[config.mk]
export PLATFORM = sky130hd
export DESIGN_NAME = uart_program_loader
export DESIGN_NICKNAME = d
export VERILOG_FILES = /design/src/rtl/uart_loader_pkg.sv /design/src/rtl/uart_byte_rx.sv /design/src/rtl/uart_program_loader.sv
export SDC_FILE = /design/constraint.sdc
export NUM_CORES = 1
export LEC_CHECK = 0
export CORE_MARGIN = 10
export CORE_UTILIZATION = 39
export CTS_CLUSTER_SIZE = 30
export DETAILED_ROUTE_END_ITERATION = 12
export HOLD_SLACK_MARGIN = 0.08
export REMOVE_ABC_BUFFERS = 1
export SYNTH_ARGS = -nofsm -noshare
export SYNTH_HDL_FRONTEND = slang
export SYNTH_SLANG_ARGS = --single-unit
[constraint.sdc]
create_clock -name clk -period 3.6 [get_ports clk]
set_clock_uncertainty 0.15 [all_clocks]
set_input_delay 0.54 -clock clk [delete_from_list [all_inputs] [get_ports clk]]
set_output_delay 0.54 -clock clk [all_outputs]
set_load 0.02 [all_outputs]
[src/rtl/uart_loader_pkg.sv]
// Shared types and constants for the UART program loader: FSM state encodings,
// host reply bytes and a constant clog2 used to size counters.
package uart_loader_pkg;

  typedef enum logic [2:0] {
    ST_IDLE  = 3'd0,
    ST_LEN   = 3'd1,
    ST_DATA  = 3'd2,
    ST_CSUM  = 3'd3,
    ST_ACK   = 3'd4,
    ST_DONE  = 3'd5,
    ST_ERROR = 3'd6
  } loader_state_e;

  typedef enum logic [1:0] {
    RX_IDLE  = 2'd0,
    RX_START = 2'd1,
    RX_DATA  = 2'd2,
    RX_STOP  = 2'd3
  } rx_state_e;

  localparam logic [7:0] ACK_BYTE = 8'h4B;
  localparam logic [7:0] NAK_BYTE = 8'h45;

  function automatic int clog2(input int value);
    int result;
    int remaining;
    result    = 0;
    remaining = value - 1;
    while (remaining > 0) begin
      result++;
      remaining = remaining >> 1;
    end
    return result;
  endfunction

endpackage

[src/rtl/uart_byte_rx.sv]
// 8N1 UART receiver: 2-FF synchronizer, start-bit glitch rejection, LSB-first
// deserializer. Emits one-cycle byte-valid or framing-error pulses.
module uart_byte_rx
  import uart_loader_pkg::*;
#(
  parameter int CLKS_PER_BIT = 200
) (
  input  logic       clk,
  input  logic       reset,
  input  logic       i_rx,
  output logic [7:0] o_byte,
  output logic       o_valid,
  output logic       o_frameErr
);

  localparam int CW = clog2(CLKS_PER_BIT) + 1;
  localparam logic [CW-1:0] HALF_BIT = CW'(CLKS_PER_BIT / 2 - 1);
  localparam logic [CW-1:0] FULL_BIT = CW'(CLKS_PER_BIT - 1);

  logic            r_rxMeta;
  logic            r_rxSync;
  logic            r_rxPrev;
  rx_state_e       r_state;
  logic [CW-1:0]   r_clkCnt;
  logic [2:0]      r_bitCnt;
  logic [7:0]      r_shift;
  logic            r_valid;
  logic            r_frameErr;

  always_ff @(posedge clk) begin
    if (reset) begin
      r_rxMeta   <= 1'b1;
      r_rxSync   <= 1'b1;
      r_rxPrev   <= 1'b1;
      r_state    <= RX_IDLE;
      r_clkCnt   <= '0;
      r_bitCnt   <= '0;
      r_shift    <= '0;
      r_valid    <= 1'b0;
      r_frameErr <= 1'b0;
    end else begin
      r_rxMeta   <= i_rx;
      r_rxSync   <= r_rxMeta;
      r_rxPrev   <= r_rxSync;
      r_valid    <= 1'b0;
      r_frameErr <= 1'b0;
      case (r_state)
        RX_IDLE: begin
          r_clkCnt <= '0;
          r_bitCnt <= '0;
          if (r_rxPrev && !r_rxSync) r_state <= RX_START;
        end
        // A start bit that is high again at mid-bit was only a glitch.
        RX_START: begin
          if (r_clkCnt == HALF_BIT) begin
            r_clkCnt <= '0;
            r_state  <= r_rxSync ? RX_IDLE : RX_DATA;
          end else begin
            r_clkCnt <= r_clkCnt + 1'b1;
          end
        end
        RX_DATA: begin
          if (r_clkCnt == FULL_BIT) begin
            r_clkCnt <= '0;
            r_shift  <= {r_rxSync, r_shift[7:1]};
            r_bitCnt <= r_bitCnt + 1'b1;
            if (r_bitCnt == 3'd7) r_state <= RX_STOP;
          end else begin
            r_clkCnt <= r_clkCnt + 1'b1;
          end
        end
        RX_STOP: begin
          if (r_clkCnt == FULL_BIT) begin
            r_clkCnt <= '0;
            r_state  <= RX_IDLE;
            if (r_rxSync) r_valid    <= 1'b1;
            else          r_frameErr <= 1'b1;
          end else begin
            r_clkCnt <= r_clkCnt + 1'b1;
          end
        end
        default: r_state <= RX_IDLE;
      endcase
    end
  end

  assign o_byte     = r_shift;
  assign o_valid    = r_valid;
  assign o_frameErr = r_frameErr;

endmodule

[src/rtl/uart_program_loader.sv]
// Loads a length-prefixed image from UART into IMem/DMem and replies 'K' or 'E'.
// Optional trailing XOR checksum byte enabled by UART_PROGRAM_LOADER_CHECKSUM_EN.
module uart_program_loader
  import uart_loader_pkg::*;
#(
  parameter int CLKS_PER_BIT = 200,
  parameter int DATA_W       = 32,
  parameter int ADDR_W       = 15,
  parameter int LEN_BYTES    = 2
) (
  input  logic              clk,
  input  logic              reset,
  input  logic              start,
  input  logic              rx,
  output logic              tx,
  output logic              wen,
  output logic [ADDR_W-1:0] addr,
  output logic [DATA_W-1:0] wdata,
  output logic              busy,
  output logic              done,
  output logic              err
);

  localparam int BPW = DATA_W / 8;
  localparam int LW  = 8 * LEN_BYTES;
  localparam int CW  = ((LW > ADDR_W + 1) ? LW : ADDR_W + 1) + 1;
  localparam int BCW = clog2(BPW) + 1;
  localparam int LCW = clog2(LEN_BYTES) + 1;
  localparam int TCW = clog2(CLKS_PER_BIT) + 1;
  localparam logic [TCW-1:0] TX_FULL = TCW'(CLKS_PER_BIT - 1);
  localparam logic [CW-1:0]  MAX_WORDS = CW'(1) << ADDR_W;

`ifdef UART_PROGRAM_LOADER_CHECKSUM_EN
  localparam loader_state_e POST_DATA = ST_CSUM;
`else
  localparam loader_state_e POST_DATA = ST_ACK;
`endif

  logic [7:0]        w_byte;
  logic              w_byteValid;
  logic              w_frameErr;
  logic [LW-1:0]     w_newLen;
  logic [DATA_W-1:0] w_newWord;
  logic [CW-1:0]     w_newLenExt;
  logic [CW-1:0]     w_lenExt;

  loader_state_e     r_state;
  logic [LW-1:0]     r_len;
  logic [LCW-1:0]    r_lenCnt;
  logic [DATA_W-1:0] r_word;
  logic [BCW-1:0]    r_byteCnt;
  logic [CW-1:0]     r_wordIdx;
  logic [7:0]        r_csum;
  logic              r_wen;
  logic [ADDR_W-1:0] r_addr;
  logic [DATA_W-1:0] r_wdata;
  logic [9:0]        r_txFrame;
  logic [TCW-1:0]    r_txClk;
  logic [3:0]        r_txBit;
  logic              r_txBusy;
  logic              r_txSent;

  uart_byte_rx #(
    .CLKS_PER_BIT(CLKS_PER_BIT)
  ) u_byteRx (
    .clk        (clk),
    .reset      (reset),
    .i_rx       (rx),
    .o_byte     (w_byte),
    .o_valid    (w_byteValid),
    .o_frameErr (w_frameErr)
  );

  // Merge the incoming byte into the length/word being assembled, little-endian.
  always_comb begin
    w_newLen                      = r_len;
    w_newLen[8*r_lenCnt +: 8]     = w_byte;
    w_newWord                     = r_word;
    w_newWord[8*r_byteCnt +: 8]   = w_byte;
    w_newLenExt                   = CW'(w_newLen);
    w_lenExt                      = CW'(r_len);
  end

  // Dropping start anywhere outside IDLE behaves exactly like reset.
  always_ff @(posedge clk) begin
    if (reset || (!start && r_state != ST_IDLE)) begin
      r_state   <= ST_IDLE;
      r_len     <= '0;
      r_lenCnt  <= '0;
      r_word    <= '0;
      r_byteCnt <= '0;
      r_wordIdx <= '0;
      r_csum    <= '0;
      r_wen     <= 1'b0;
      r_addr    <= '0;
      r_wdata   <= '0;
      r_txFrame <= '1;
      r_txClk   <= '0;
      r_txBit   <= '0;
      r_txBusy  <= 1'b0;
      r_txSent  <= 1'b0;
    end else begin
      r_wen <= 1'b0;
      if (r_txBusy) begin
        if (r_txClk == TX_FULL) begin
          r_txClk   <= '0;
          r_txFrame <= {1'b1, r_txFrame[9:1]};
          r_txBit   <= r_txBit + 1'b1;
          if (r_txBit == 4'd9) begin
            r_txBusy <= 1'b0;
            r_txSent <= 1'b1;
          end
        end else begin
          r_txClk <= r_txClk + 1'b1;
        end
      end
      case (r_state)
        ST_IDLE: begin
          if (start) r_state <= ST_LEN;
        end
        ST_LEN: begin
          if (w_frameErr) begin
            r_state <= ST_ERROR;
          end else if (w_byteValid) begin
            r_len <= w_newLen;
            if (r_lenCnt == LCW'(LEN_BYTES - 1)) begin
              r_lenCnt <= '0;
              if (w_newLenExt == '0)            r_state <= POST_DATA;
              else if (w_newLenExt > MAX_WORDS) r_state <= ST_ERROR;
              else                              r_state <= ST_DATA;
            end else begin
              r_lenCnt <= r_lenCnt + 1'b1;
            end
          end
        end
        ST_DATA: begin
          if (w_frameErr) begin
            r_state <= ST_ERROR;
          end else if (w_byteValid) begin
            r_csum <= r_csum ^ w_byte;
            if (r_byteCnt == BCW'(BPW - 1)) begin
              r_byteCnt <= '0;
              r_word    <= '0;
              r_wen     <= 1'b1;
              r_addr    <= r_wordIdx[ADDR_W-1:0];
              r_wdata   <= w_newWord;
              r_wordIdx <= r_wordIdx + 1'b1;
              if (r_wordIdx + 1'b1 == w_lenExt) r_state <= POST_DATA;
            end else begin
              r_word    <= w_newWord;
              r_byteCnt <= r_byteCnt + 1'b1;
            end
          end
        end
        ST_CSUM: begin
          if (w_frameErr)       r_state <= ST_ERROR;
          else if (w_byteValid) r_state <= (w_byte == r_csum) ? ST_ACK : ST_ERROR;
        end
        ST_ACK: begin
          if (r_txSent) begin
            r_state <= ST_DONE;
          end else if (!r_txBusy) begin
            r_txFrame <= {1'b1, ACK_BYTE, 1'b0};
            r_txClk   <= '0;
            r_txBit   <= '0;
            r_txBusy  <= 1'b1;
          end
        end
        ST_ERROR: begin
          if (!r_txBusy && !r_txSent) begin
            r_txFrame <= {1'b1, NAK_BYTE, 1'b0};
            r_txClk   <= '0;
            r_txBit   <= '0;
            r_txBusy  <= 1'b1;
          end
        end
        default: ;
      endcase
    end
  end

  assign tx    = r_txFrame[0];
  assign wen   = r_wen;
  assign addr  = r_addr;
  assign wdata = r_wdata;
  assign done  = (r_state == ST_DONE);
  assign err   = (r_state == ST_ERROR);
  assign busy  = (r_state != ST_IDLE) && (r_state != ST_DONE) && (r_state != ST_ERROR);

endmodule
==> flow_metrics.env <==
export IMPL_outcome="complete, no violations"
export IMPL_seq_area_frac_synth_pct=44.2
export IMPL_fin_ws_ps=681
export IMPL_slew_headroom_pct=48.0
export IMPL_ctsResizeCount=0
export IMPL_maxSlewViolCount=0
export IMPL_leakage_uw=0.00315
export IMPL_synth_compound_gate_area_share_pct=13.3
export IMPL_fin_area_um2=9510
export IMPL_gp_congestion=0.818
export IMPL_numCtsBuffers=17
export IMPL_grt_max_degree=113
export IMPL_critPathKind="register to register"
export IMPL_place_inst=1228
export IMPL_preCtsSetupSlack_ps=617
export IMPL_critPathCaptureType="register"
export IMPL_synth_top_family_by_area="simple AND/OR/NAND/NOR gates"
export IMPL_synth_edf_count=0
export IMPL_vias_per_cell=5.00
export IMPL_htreeDepth=4
export IMPL_cpPeakStageDelay_ps=510
export IMPL_finalHoldViolations=0
export IMPL_tightest_slew_ps=770
export IMPL_syn2layout_area_growth_pct=15.9
export IMPL_rrSetupSlack_ps=680
export IMPL_crit_slowest_cell="dfxtp_1"
export IMPL_setup_viol=0
export IMPL_drive_gt1_share_pct=7.22
export IMPL_cts_num_sinks=181
export IMPL_die_h_um=165
export IMPL_synth_xor_area_share_pct=7.69
export IMPL_post_layout_nonfiller_instances=1259
export IMPL_start_kind="register"
export IMPL_worst_ep_required_time_ps=3770
export IMPL_muxShareOfSynthArea_pct=4.94
export IMPL_holdWs_ps=266
export IMPL_io_buffer_count=55
export IMPL_cts_tree="built"
export IMPL_ys_ff_latch=181
export IMPL_syn_inst=954
export IMPL_globalRouteOverflowTotal=0
export IMPL_rsz0062_at_grt="false"
export IMPL_drv_cap=0
export IMPL_row_count=53
export IMPL_clockBufferDepth=2
export IMPL_fmax_mhz=343
export IMPL_die_w_um=165
export IMPL_first_pass_iters=4
export IMPL_post_synth_num_cell_types=67
export IMPL_vias=6296
export IMPL_clkTransAtPathRegs_ps=60
export IMPL_ir_drop_v=0.000309
export IMPL_hold_class="register to register"
export IMPL_crit_fanout=8
export IMPL_start_util_pct=39.3
export IMPL_dieArea_um2=27200
export IMPL_synth_ff_type="dfxtp_1"
export IMPL_setup_tns_ps=0
export IMPL_first_global_vias=6051
export IMPL_place_area_um2=8910
export IMPL_antenna_found_initial=0
export IMPL_syn_avg_cell_area_um2=8.60
export IMPL_grt_pass1_wl_um=30500
export IMPL_period_needed_ps=2920
export IMPL_grt_total_usage_pct=13.7
export IMPL_post_drt_wl_per_cell_um=14.5
export IMPL_ys_async_sr_fraction_pct=0
export IMPL_ant_nets=0
export IMPL_ios=56
export IMPL_routed_wl_um=18300
export IMPL_drtIter0Drc=373
export IMPL_clock_latency_ps=430
export IMPL_post_cts_buffers=0
export IMPL_synth_cell_area_um2=8210
export IMPL_yosys_area_share_simple_pct=23.2
export IMPL_drt_drc_violations_left=0
export IMPL_power_density_nw_per_um2=440
export IMPL_yosysWarnings=0
export IMPL_ctsHoldBuffers=0
export IMPL_arrival_ps=3090
export IMPL_diodes=0
export IMPL_synthAdderAreaFrac_pct=2.29
export IMPL_finalCritPeriodShare_pct=81.1
export IMPL_crit_path_cell_trace="ha_1 -> nand3_2 -> nor4_1 -> xor2_1 -> a2111o_1 -> or4_4 -> o21a_1"
export IMPL_core_area_um2=20900
export IMPL_root_buffer="clkbuf_16"
export IMPL_dpl_hpwl_um=12100
export IMPL_layout_nets=991
[cell usage after synthesis (4+ instances only)]
cell,instances,area (µm²)
a211oi_1,36,270
ha_1,15,188
nor4_1,10,62.6
xnor2_1,37,324
nand2_1,109,409
mux2i_1,36,360
a22oi_1,35,263
mux2_2,4,45.0
or2_2,4,25.0
buf_1,8,30.0
inv_1,13,48.8
nor2b_1,5,31.3
nand3b_1,4,30.0
nor3_1,10,50.1
dfxtp_1,181,3620
nand3_1,11,55.1
a21oi_1,47,235
clkbuf_1,41,154
and2_1,18,113
nand4_1,10,62.6
xor2_1,35,307
or3_1,8,50.1
buf_2,14,70.1
and3_1,6,37.5
buf_4,5,37.5
nor2_1,167,627
o21ai_0,29,145
[layout make-up]
type / instances / area (µm²)
fill: 2069 / 11400
multi-input combinational: 689 / 4220
sequential: 181 / 3620
timing repair buffer: 70 / 676
clock buffer: 20 / 457
tap: 275 / 344
clock inverter: 11 / 149
inverter: 13 / 48.8
[state kept, by name, summed over array words and instances, names as in the netlist, 2 cells and up, named ones only]
register	flops
u_byteRx.o_byte	8
r_txFrame	10
r_len	16
r_word	32
r_state	3
r_csum	8
u_byteRx.r_bitCnt	3
r_byteCnt	3
addr	15
r_wordIdx	17
wdata	32
u_byteRx.r_clkCnt	9
r_txClk	9
r_lenCnt	2
r_txBit	4
[worst max-delay path, delay by kind of cell (launching register included)]
family,cells,cell delay (ps)
AND/OR/NAND/NOR,3,1140
adder cells (fa/ha/maj),1,310
flip-flops,1,510
XOR/XNOR,1,120
AO/OA/AOI/OAI,2,590
[cells by family after synthesis]
family | after synthesis
xor+xnor | 72
flops | 181
mux | 40
fa+ha+maj | 15
compound gates | 168
simple gates | 394
buf+inv | 84
[power by group]
part	internal, µW	switching (µW)	total, µW
Clock	1130	797	1930
Sequential	2020	21.4	2040
Combinational	73.1	143	216
[final timing paths]
path                                   startpoint           endpoint  cells after the start
worst min-delay path            u_byteRx.r_rxMeta  u_byteRx.r_rxSync                      1
worst min register to register  u_byteRx.r_rxMeta  u_byteRx.r_rxSync                      1
worst max-delay path                 r_wordIdx[0]         r_state[1]                      7
worst max register to register       r_wordIdx[0]         r_state[1]                      7
[metrics by stage]
step | total power (µW) | util (%)
floorplan | 2210 | -
global placement | 2300 | 42.6
detailed placement | 2300 | 42.6
CTS | 4230 | 45.5
global route | 4340 | 45.5
finish | 4180 | 45.5
[per-layer routing]
layer / vias to the layer above / global-route usage (%) / wire (µm)
met3: 10 / 3.45 / 785
met2: 79 / 22.5 / 8440
li1: 3307 / - / -
met5: - / 0 / 0
met4: 0 / 3.62 / 140
met1: 2900 / 17.5 / 8950
[placed cells by master (no fill, tap or decap), drive strengths merged, types with 13 or more instances in the layout]
master	synthesis	routed
nor2	169	169
o21ai	31	31
a21oi	47	47
clkbuf	42	20
nand4	13	13
a211oi	37	37
buf	29	15
nor4	13	13
xor2	35	35
xnor2	37	37
nand3	13	13
dfxtp	181	181
clkdlybuf4s50	0	55
ha	15	15
and2	18	18
inv	13	16
mux2i	36	36
nand2	109	109
a22oi	35	35
Note: power is estimated with default switching activity, not from simulation.
